[src/rtl/uart_rx_os.sv]
// Oversampled UART receiver with majority-vote bit recovery and a one-entry valid/ready holding register.
// Optional parity support is built when UART_RX_PARITY_EN is defined.
module uart_rx_os #(
    parameter int DATA_BITS = 8,
    parameter int OS_RATE   = 16,
    parameter int DIV_WIDTH = 16
) (
    input  logic                 clk,
    input  logic                 arst_n,
    input  logic                 rst,
    input  logic                 rx,
    input  logic                 rx_en,
    input  logic [DIV_WIDTH-1:0] baud_div,
    input  logic                 stop2,
`ifdef UART_RX_PARITY_EN
    input  logic                 par_en,
    input  logic                 par_odd,
`endif
    output logic [DATA_BITS-1:0] data,
    output logic                 valid,
    input  logic                 ready,
    output logic                 frame_err,
    output logic                 par_err,
    output logic                 overrun,
    output logic                 busy
);

    localparam int OS_W  = $clog2(OS_RATE);
    localparam int BIT_W = $clog2(DATA_BITS);
    localparam logic [OS_W-1:0]  OS_SAMP0 = OS_W'(OS_RATE / 2 - 1);
    localparam logic [OS_W-1:0]  OS_SAMP1 = OS_W'(OS_RATE / 2);
    localparam logic [OS_W-1:0]  OS_VOTE  = OS_W'(OS_RATE / 2 + 1);
    localparam logic [OS_W-1:0]  OS_LAST  = OS_W'(OS_RATE - 1);
    localparam logic [BIT_W-1:0] BIT_LAST = BIT_W'(DATA_BITS - 1);

    typedef enum logic [2:0] {
        S_IDLE,
        S_START,
        S_DATA,
        S_PARITY,
        S_STOP,
        S_DELIVER
    } state_t;

    state_t                 state_q, state_d;
    logic                   rx_meta_q, rx_meta_d;
    logic                   rx_s_q, rx_s_d;
    logic                   rx_prev_q, rx_prev_d;
    logic [DIV_WIDTH-1:0]   tick_cnt_q, tick_cnt_d;
    logic [OS_W-1:0]        os_cnt_q, os_cnt_d;
    logic [1:0]             samp_q, samp_d;
    logic [BIT_W-1:0]       bit_cnt_q, bit_cnt_d;
    logic [DATA_BITS-1:0]   shreg_q, shreg_d;
    logic                   stop_idx_q, stop_idx_d;
    logic                   ferr_acc_q, ferr_acc_d;
    logic                   perr_acc_q, perr_acc_d;
    logic [DATA_BITS-1:0]   data_q, data_d;
    logic                   valid_q, valid_d;
    logic                   frame_err_q, frame_err_d;
    logic                   par_err_q, par_err_d;
    logic                   overrun_q, overrun_d;

    logic tick;
    logic vote;
    logic vote_now;
    logic bit_end;

    assign tick     = (tick_cnt_q == '0);
    assign vote     = (samp_q[0] & samp_q[1]) | (samp_q[0] & rx_s_q) | (samp_q[1] & rx_s_q);
    assign vote_now = (state_q != S_IDLE) && tick && (os_cnt_q == OS_VOTE);
    assign bit_end  = tick && (os_cnt_q == OS_LAST);

    always_comb begin
        // NOTE: every _d gets a default first so no path through this block can infer a latch.
        state_d     = state_q;
        rx_meta_d   = rx;
        rx_s_d      = rx_meta_q;
        rx_prev_d   = rx_s_q;
        tick_cnt_d  = (state_q == S_IDLE || tick) ? baud_div : tick_cnt_q - DIV_WIDTH'(1);
        os_cnt_d    = os_cnt_q;
        samp_d      = samp_q;
        bit_cnt_d   = bit_cnt_q;
        shreg_d     = shreg_q;
        stop_idx_d  = stop_idx_q;
        ferr_acc_d  = ferr_acc_q;
        perr_acc_d  = perr_acc_q;
        data_d      = data_q;
        valid_d     = valid_q;
        frame_err_d = frame_err_q;
        par_err_d   = par_err_q;
        overrun_d   = 1'b0;

        if (state_q != S_IDLE && tick) begin
            os_cnt_d = (os_cnt_q == OS_LAST) ? '0 : os_cnt_q + OS_W'(1);
            if (os_cnt_q == OS_SAMP0) samp_d[0] = rx_s_q;
            if (os_cnt_q == OS_SAMP1) samp_d[1] = rx_s_q;
        end

        if (valid_q && ready) valid_d = 1'b0;

        unique case (state_q)
            S_IDLE: begin
                os_cnt_d = '0;
                if (rx_en && rx_prev_q && !rx_s_q) begin
                    state_d    = S_START;
                    bit_cnt_d  = '0;
                    stop_idx_d = 1'b0;
                    ferr_acc_d = 1'b0;
                    perr_acc_d = 1'b0;
                end
            end
            S_START: begin
                if (vote_now && vote) state_d = S_IDLE;
                else if (bit_end)     state_d = S_DATA;
            end
            S_DATA: begin
                if (vote_now) shreg_d = {vote, shreg_q[DATA_BITS-1:1]};
                if (bit_end) begin
                    if (bit_cnt_q == BIT_LAST) begin
`ifdef UART_RX_PARITY_EN
                        state_d = par_en ? S_PARITY : S_STOP;
`else
                        state_d = S_STOP;
`endif
                    end else begin
                        bit_cnt_d = bit_cnt_q + BIT_W'(1);
                    end
                end
            end
`ifdef UART_RX_PARITY_EN
            S_PARITY: begin
                // Even parity: data XOR parity bit must be 0; odd parity flips the sense.
                if (vote_now) perr_acc_d = (^shreg_q) ^ vote ^ par_odd;
                if (bit_end)  state_d = S_STOP;
            end
`endif
            S_STOP: begin
                // The frame closes at the vote of the last stop bit, not at its bit end.
                if (vote_now) begin
                    ferr_acc_d = ferr_acc_q | !vote;
                    if (stop2 && !stop_idx_q) stop_idx_d = 1'b1;
                    else                      state_d    = S_DELIVER;
                end
            end
            S_DELIVER: begin
                state_d = S_IDLE;
                if (!valid_q || ready) begin
                    data_d      = shreg_q;
                    frame_err_d = ferr_acc_q;
                    par_err_d   = perr_acc_q;
                    valid_d     = 1'b1;
                end else begin
                    overrun_d = 1'b1;
                end
            end
            default: state_d = S_IDLE;
        endcase

        if (!rx_en && state_q != S_IDLE && state_q != S_DELIVER) state_d = S_IDLE;

        if (rst) begin
            state_d     = S_IDLE;
            rx_meta_d   = 1'b1;
            rx_s_d      = 1'b1;
            rx_prev_d   = 1'b1;
            tick_cnt_d  = '0;
            os_cnt_d    = '0;
            samp_d      = '0;
            bit_cnt_d   = '0;
            shreg_d     = '0;
            stop_idx_d  = 1'b0;
            ferr_acc_d  = 1'b0;
            perr_acc_d  = 1'b0;
            data_d      = '0;
            valid_d     = 1'b0;
            frame_err_d = 1'b0;
            par_err_d   = 1'b0;
            overrun_d   = 1'b0;
        end
    end

    // NOTE: sequential state uses non-blocking assignments so every flop samples pre-edge values.
    always_ff @(posedge clk or negedge arst_n) begin
        if (!arst_n) begin
            state_q     <= S_IDLE;
            rx_meta_q   <= 1'b1;
            rx_s_q      <= 1'b1;
            rx_prev_q   <= 1'b1;
            tick_cnt_q  <= '0;
            os_cnt_q    <= '0;
            samp_q      <= '0;
            bit_cnt_q   <= '0;
            shreg_q     <= '0;
            stop_idx_q  <= 1'b0;
            ferr_acc_q  <= 1'b0;
            perr_acc_q  <= 1'b0;
            data_q      <= '0;
            valid_q     <= 1'b0;
            frame_err_q <= 1'b0;
            par_err_q   <= 1'b0;
            overrun_q   <= 1'b0;
        end else begin
            state_q     <= state_d;
            rx_meta_q   <= rx_meta_d;
            rx_s_q      <= rx_s_d;
            rx_prev_q   <= rx_prev_d;
            tick_cnt_q  <= tick_cnt_d;
            os_cnt_q    <= os_cnt_d;
            samp_q      <= samp_d;
            bit_cnt_q   <= bit_cnt_d;
            shreg_q     <= shreg_d;
            stop_idx_q  <= stop_idx_d;
            ferr_acc_q  <= ferr_acc_d;
            perr_acc_q  <= perr_acc_d;
            data_q      <= data_d;
            valid_q     <= valid_d;
            frame_err_q <= frame_err_d;
            par_err_q   <= par_err_d;
            overrun_q   <= overrun_d;
        end
    end

    assign data      = data_q;
    assign valid     = valid_q;
    assign frame_err = frame_err_q;
    assign par_err   = par_err_q;
    assign overrun   = overrun_q;
    assign busy      = (state_q != S_IDLE);

endmodule

[config.mk]
export PLATFORM = sky130hd
export DESIGN_NAME = uart_rx_os
export DESIGN_NICKNAME = d
export VERILOG_FILES = /design/src/rtl/uart_rx_os.sv
export SDC_FILE = /design/constraint.sdc
export NUM_CORES = 1
export LEC_CHECK = 0
export BUFFER_PORTS_ARGS = -buffer_cell sky130_fd_sc_hd__buf_4
export CORE_ASPECT_RATIO = 0.8
export CORE_MARGIN = 2
export CORE_UTILIZATION = 45
export DETAILED_ROUTE_END_ITERATION = 10
export PLACE_DENSITY = 0.75
export SLEW_MARGIN = 20
export SYNTH_ARGS = -nofsm -noshare
export SYNTH_HDL_FRONTEND = slang
export SYNTH_SLANG_ARGS = --single-unit
[constraint.sdc]
create_clock -name clk -period 4.9 [get_ports clk]
set_input_delay 0.735 -clock clk [delete_from_list [all_inputs] [get_ports clk]]
set_output_delay 0.735 -clock clk [all_outputs]
set_load 0.01 [all_outputs]
; Word-level counts from Yosys, hierarchy flattened
; Index checks and enable logic that the tools add are counted.
; Widths: inputs -> output; s select.
[totals]
ff_bits = 54
input_bits = 23
out_inout_bits = 13
wordCells = 146
[op_classes]
addsub = 3
n_eq_ne = 21
n_mux = 57
bitwise = 6
reduce_logical = 41
[ops]
columns = cell, n
row1 = $mux 8, 6
row2 = $mux 3, 13
row3 = $mux 16, 2
row4 = $mux 1, 26
row5 = $reduce_bool 2->1, 9
row6 = $logic_not 16->1, 1
row7 = $mux 4, 4
row8 = $ne 4x4->1 const B, 4
row9 = $sub 16x1->16 const B, 1
row10 = $ne 3x3->1 const B, 5
row11 = $eq 4x4->1 const B, 3
row12 = $pmux 3 s4, 1
row13 = $reduce_bool 3->1, 4
row14 = $logic_and 1x1->1, 10
row15 = $reduce_and 2->1, 5
row16 = $eq 3x3->1 const B, 3
row17 = $reduce_and 4->1, 2
row18 = $pmux 3 s2, 1
row19 = $reduce_and 6->1, 1
row20 = $logic_not 1->1, 5
row21 = $ne 5x5->1 const B, 1
row22 = $add 4x1->4 const B, 1
row23 = $eq 4x3->1 const B, 1
row24 = $mux 2, 2
row25 = 11 further kinds, 17

; Logic depth before layout (Yosys ltp)
[depth]
ltp_word = 8
mapped_depth = 9
mapped_depth_nobuf = 7

; Worst setup path before layout
; No wires, ideal clock.
[synth_timing]
path_type = flip-flop to flip-flop
startpoint = register tick_cnt_q[0]
endpoint = register bit_cnt_q[0]
setup_time_ns = 0.127
arrival_ns = 1.889
required_time_ns = 4.773
path_slack_ns = 2.884
path_stages_with_launch = 8
path_buffers = 0
period_less_slack_ns = 2.016
cell_sequence = dfrtp_1 -> inv_1 -> ha_1 -> nor3b_2 -> nand4_4 -> nor4_1 -> nor3_1 -> mux2_1
[synth_via]
elab_chain_cells = 4
[synth_rtl]
columns = item, line_no
row1 = start: declaration, 49  ; logic [DIV_WIDTH-1:0] tick_cnt_q, tick_cnt_d;
row2 = start signal: assignment, 207  ; tick_cnt_q <= tick_cnt_d;
row3 = $logic_not 16->1, 68  ; assign tick = (tick_cnt_q == '0);
row4 = $logic_and 1x1->1, 71  ; assign bit_end = tick && (os_cnt_q == OS_LAST);
row5 = $ne 3x3->1 (no line), n/a
row6 = $reduce_and 4->1 (no line), n/a
row7 = end signal: assignment, 210  ; bit_cnt_q <= bit_cnt_d;
row8 = end: declaration, 52  ; logic [BIT_W-1:0] bit_cnt_q, bit_cnt_d;
; Every way passes these cells.
; A chain may end at the register's enable or synchronous reset.

; Final worst setup path
[layout_timing]
startpoint = register tick_cnt_q[0]
endpoint = register tick_cnt_q[6]
[layout_via]
elab_chain_cells = 4
elab_cells_between_ends = 5
cone_classes = 1 x add/sub / 2 x mux / 2 x reduce/logical
[layout_rtl]
columns = item, line_no
row1 = branches (longest 2 deep; another with $sub 16x1->16), n/a
row2 = $mux 16 *, 79  ; tick_cnt_d = (state_q == S_IDLE || tick) ? baud_div : tick_cnt_q - DIV_WIDTH'(1);
row3 = $mux 16 *, 161  ; if (rst) begin
row4 = via tick_cnt_d[6], 49
; Mark *: on every way through the listed nets, which the timed path passes.

==> impl_metrics.toml <==
[status]
outcome = "complete, no violations"

[power]
power_density_nw_per_um2 = 251.9
swShare_pct = 27.03
ir_drop_v = 0.0001102
seqPwrFrac_pct = 57.0
power.switching_w = 0.0002175
combPwrFrac_pct = 12.1
intPower_w = 0.0005870
pwr-share-clk_pct = 30.9
leakage_nw = 1.360

[timing]
maxSlewViolCount = 0
fin_hold_ws_ns = 0.4314
clock.fmax_mhz = 399.2
rsz0062_at_grt = "false"
relSlewSlack_pct = 30.10
fin_crit_sh_pct = 51.12
skew_ns = 0.006957
worstMarginPinSlew_ns = 1.047
setup_viol = 0
period_minus_slack_ns = 2.505
timing_hold_violations_final = 0
tns_ns = 0

[drt]
vias_per_cell = 5.453
drc = 0
drt_iter0_drc = 128
ant_nets = 0
num_vias = 2083
routedWlPerCell_um = 14.42
dr.pass1.iters = 4
drt-total-wl_um = 5508

[floorplanning]
die_width_um = 92.35
fp.dieH_um = 74.68
start_util_pct = 47.04
fp.coreArea_um2 = 5974
ioPinCount = 36
rows = 25
dieArea_um2 = 6897

[worst_setup_path]
end_kind = "register"
crit_path_top_delay_cell = "nor2_2"
cp.required_ns = 5.11
path_class = "reg -> reg"
critical_path.max_fanout = 28
cpPeakStageDelay_ns = 0.84
crit_chain = "inv_1, ha_1, nor3b_2, and4_1, nor2_2, nor2_1, a211oi_1"
rr_worst_depth = 7
worstSetupStartpointType = "register"
arrival_ns = 2.72

[global_route]
antenna_found_initial = 0
grt_pass1_wl_um = 9825
overflow = 0
grt_start_max_net_pins = 53
grt_pass1_vias = 2057
grt_use_total_pct = 17.93

[finish]
fin_util_pct = 53.45
instances_no_fill = 382
drive_above_1_share_pct = 20.93
nets = 329
n_fill_cell = 548
n_antenna_cell = 0
syn2layout_area_growth_pct = 13.62

[synthesis]
ys_ff_latch = 52
yosysWarnings = 0
synth.most_common_cell = "dfrtp_1"
synth_edf_count = 0
synth_common_cells = "dfrtp_1, nor2_1, mux2i_1"
synth_area_um2 = 2810
synth-main-ff-cell = "dfrtp_1"
ys_seq_area_share_pct = 46.44
async_reset_ff_share_pct = 100.0
ys_types = 54
ys_top_cells_by_area = "dfrtp_1, mux2i_1, nor2_1, a211oi_1, dfstp_2"
yosysTopAreaCell = "dfrtp_1"
avgSynthCellArea_um2 = 10.29
synth_cells = 273
synth_nets = 302
synth.top_cell.area_share_pct = 43.63

[min_path]
hold_path.class = "in -> async"

[place]
place_inst = 374
port_buffers = 34
place_hpwl_um = 3799
routabilityCongestion = 0.8790

[cts]
cts_htree_levels = 2
cts_buffer_depth = 2
clock-sinks = 52
clk_pin_slew_ns = 0.10
post-cts-setup-buffers = 0
clkLatencyLatePin_ns = 0.31
numCtsBuffers = 5
cts_tree = "done"
cts_hold_buf = 0
ctsRootBufferMaster = "clkbuf_8"
cts_resized = 0

[job]
max_cap_viol_count = 0
==> registers in the layout, indices dropped and copies added (netlist names), 2 cells and up <==
| register | count |
|---|---|
| state_q | 3 |
| shreg_q | 8 |
| samp_q | 2 |
| tick_cnt_q | 16 |
| os_cnt_q | 4 |
| data | 8 |
| bit_cnt_q | 3 |
==> worst paths after layout <==
| check | startpoint | to | slack [ns] |
|---|---|---|---|
| max | tick_cnt_q[0]$_DFF_PN0_ | tick_cnt_q[6]$_DFF_PN0_ | 2.40 |
| min | arst_n | tick_cnt_q[5]$_DFF_PN0_ | 0.43 |
| max reg2reg | tick_cnt_q[0]$_DFF_PN0_ | tick_cnt_q[6]$_DFF_PN0_ | 2.40 |
| min reg2reg | data[1]$_DFFE_PN0P_ | data[1]$_DFFE_PN0P_ | 0.53 |
| max in group asynchronous | arst_n | overrun$_DFF_PN0_ | 4.01 |
| min in group clk | data[1]$_DFFE_PN0P_ | data[1]$_DFFE_PN0P_ | 0.53 |
==> metal layers <==
metal  share of wire [%]  track usage, %  vias to the layer above
li1                    -               -                     1019
met1                  50           25.37                     1014
met2                  45           27.98                       41
met3                 4.1           3.403                        9
met4                 1.5           6.633                        0
met5                   0               0                        -
==> layout make-up <==
type                            count  area (um2)  area share, %
Clock buffer                        5       68.82          2.155
Clock inverter                      3       21.27         0.6661
Inverter                           11       41.29          1.293
Multi-Input combinational cell    196        1400          43.85
Sequential cell                    52        1305          40.87
Tap cell                           81       101.3          3.174
Timing Repair Buffer               34       255.2          7.994
==> cell usage in the layout, fill, tap and decap left out, types with 2 or more instances in the layout <==
cell        n
nor4_1      3
nand4bb_1   2
buf_4      34
mux2i_1    21
xnor2_1     8
nor3_1     10
nand4_1     2
a21oi_1    12
a211oi_1   13
nand3b_1    2
nand2_1    13
o21ai_0     3
a211oi_2    2
xor2_1      6
nand3_1     3
and3_1      4
nor3_4      2
or2_2       3
inv_1      10
a2111o_1    2
nor4bb_1    2
nor3b_2     3
ha_1        6
dfrtp_1    49
clkbuf_8    5
nor4_4      3
nor2_1     43
dfstp_2     3
nand2b_1    4
==> through the flow <==
step	area [um2]	power, W	setup slack (ns)
6_report	3193	0.0008045	2.395
5_1_grt	3193	0.0008448	2.169
4_1_cts	3191	0.0008156	2.396
3_5_place_dp	3100	0.0005652	2.414
3_3_place_gp	3100	0.0005626	2.553
2_1_floorplan	2810	0.0005294	2.884
==> power by group through the flow <==
stage	clock, W	sequential (W)	combinational [W]
2_1_floorplan	0	0.000463	0.0000669
5_1_grt	0.000274	0.000461	0.000110
6_report	0.000249	0.000459	0.0000970
4_1_cts	0.000258	0.000459	0.0000986
3_3_place_gp	0	0.000466	0.0000965
3_5_place_dp	0	0.000467	0.0000982
==> logic make-up (layout without fill, tap and decap cells) <==
family | Yosys count | in the layout | share of synthesized area (%)
other cells | 1 | 1 | 0.1334
compound gates | 42 | 42 | 10.55
flops | 52 | 52 | 46.44
fa+ha+maj | 7 | 7 | 3.028
buf+inv | 25 | 53 | 3.829
simple gates | 110 | 110 | 23.78
mux | 22 | 22 | 7.881
xor+xnor | 14 | 14 | 4.363
==> critical path, delay by kind of cell, from the launching register on <==
family / cells / cell delay (ns)
buffers and inverters: 1 / 0.06
adders and majority gates: 1 / 0.22
AOI/OAI and AO/OA: 1 / 0.28
and+or+nand+nor: 4 / 1.45
DFF: 1 / 0.41
No activity file was read; power rests on OpenSTA's default activity.
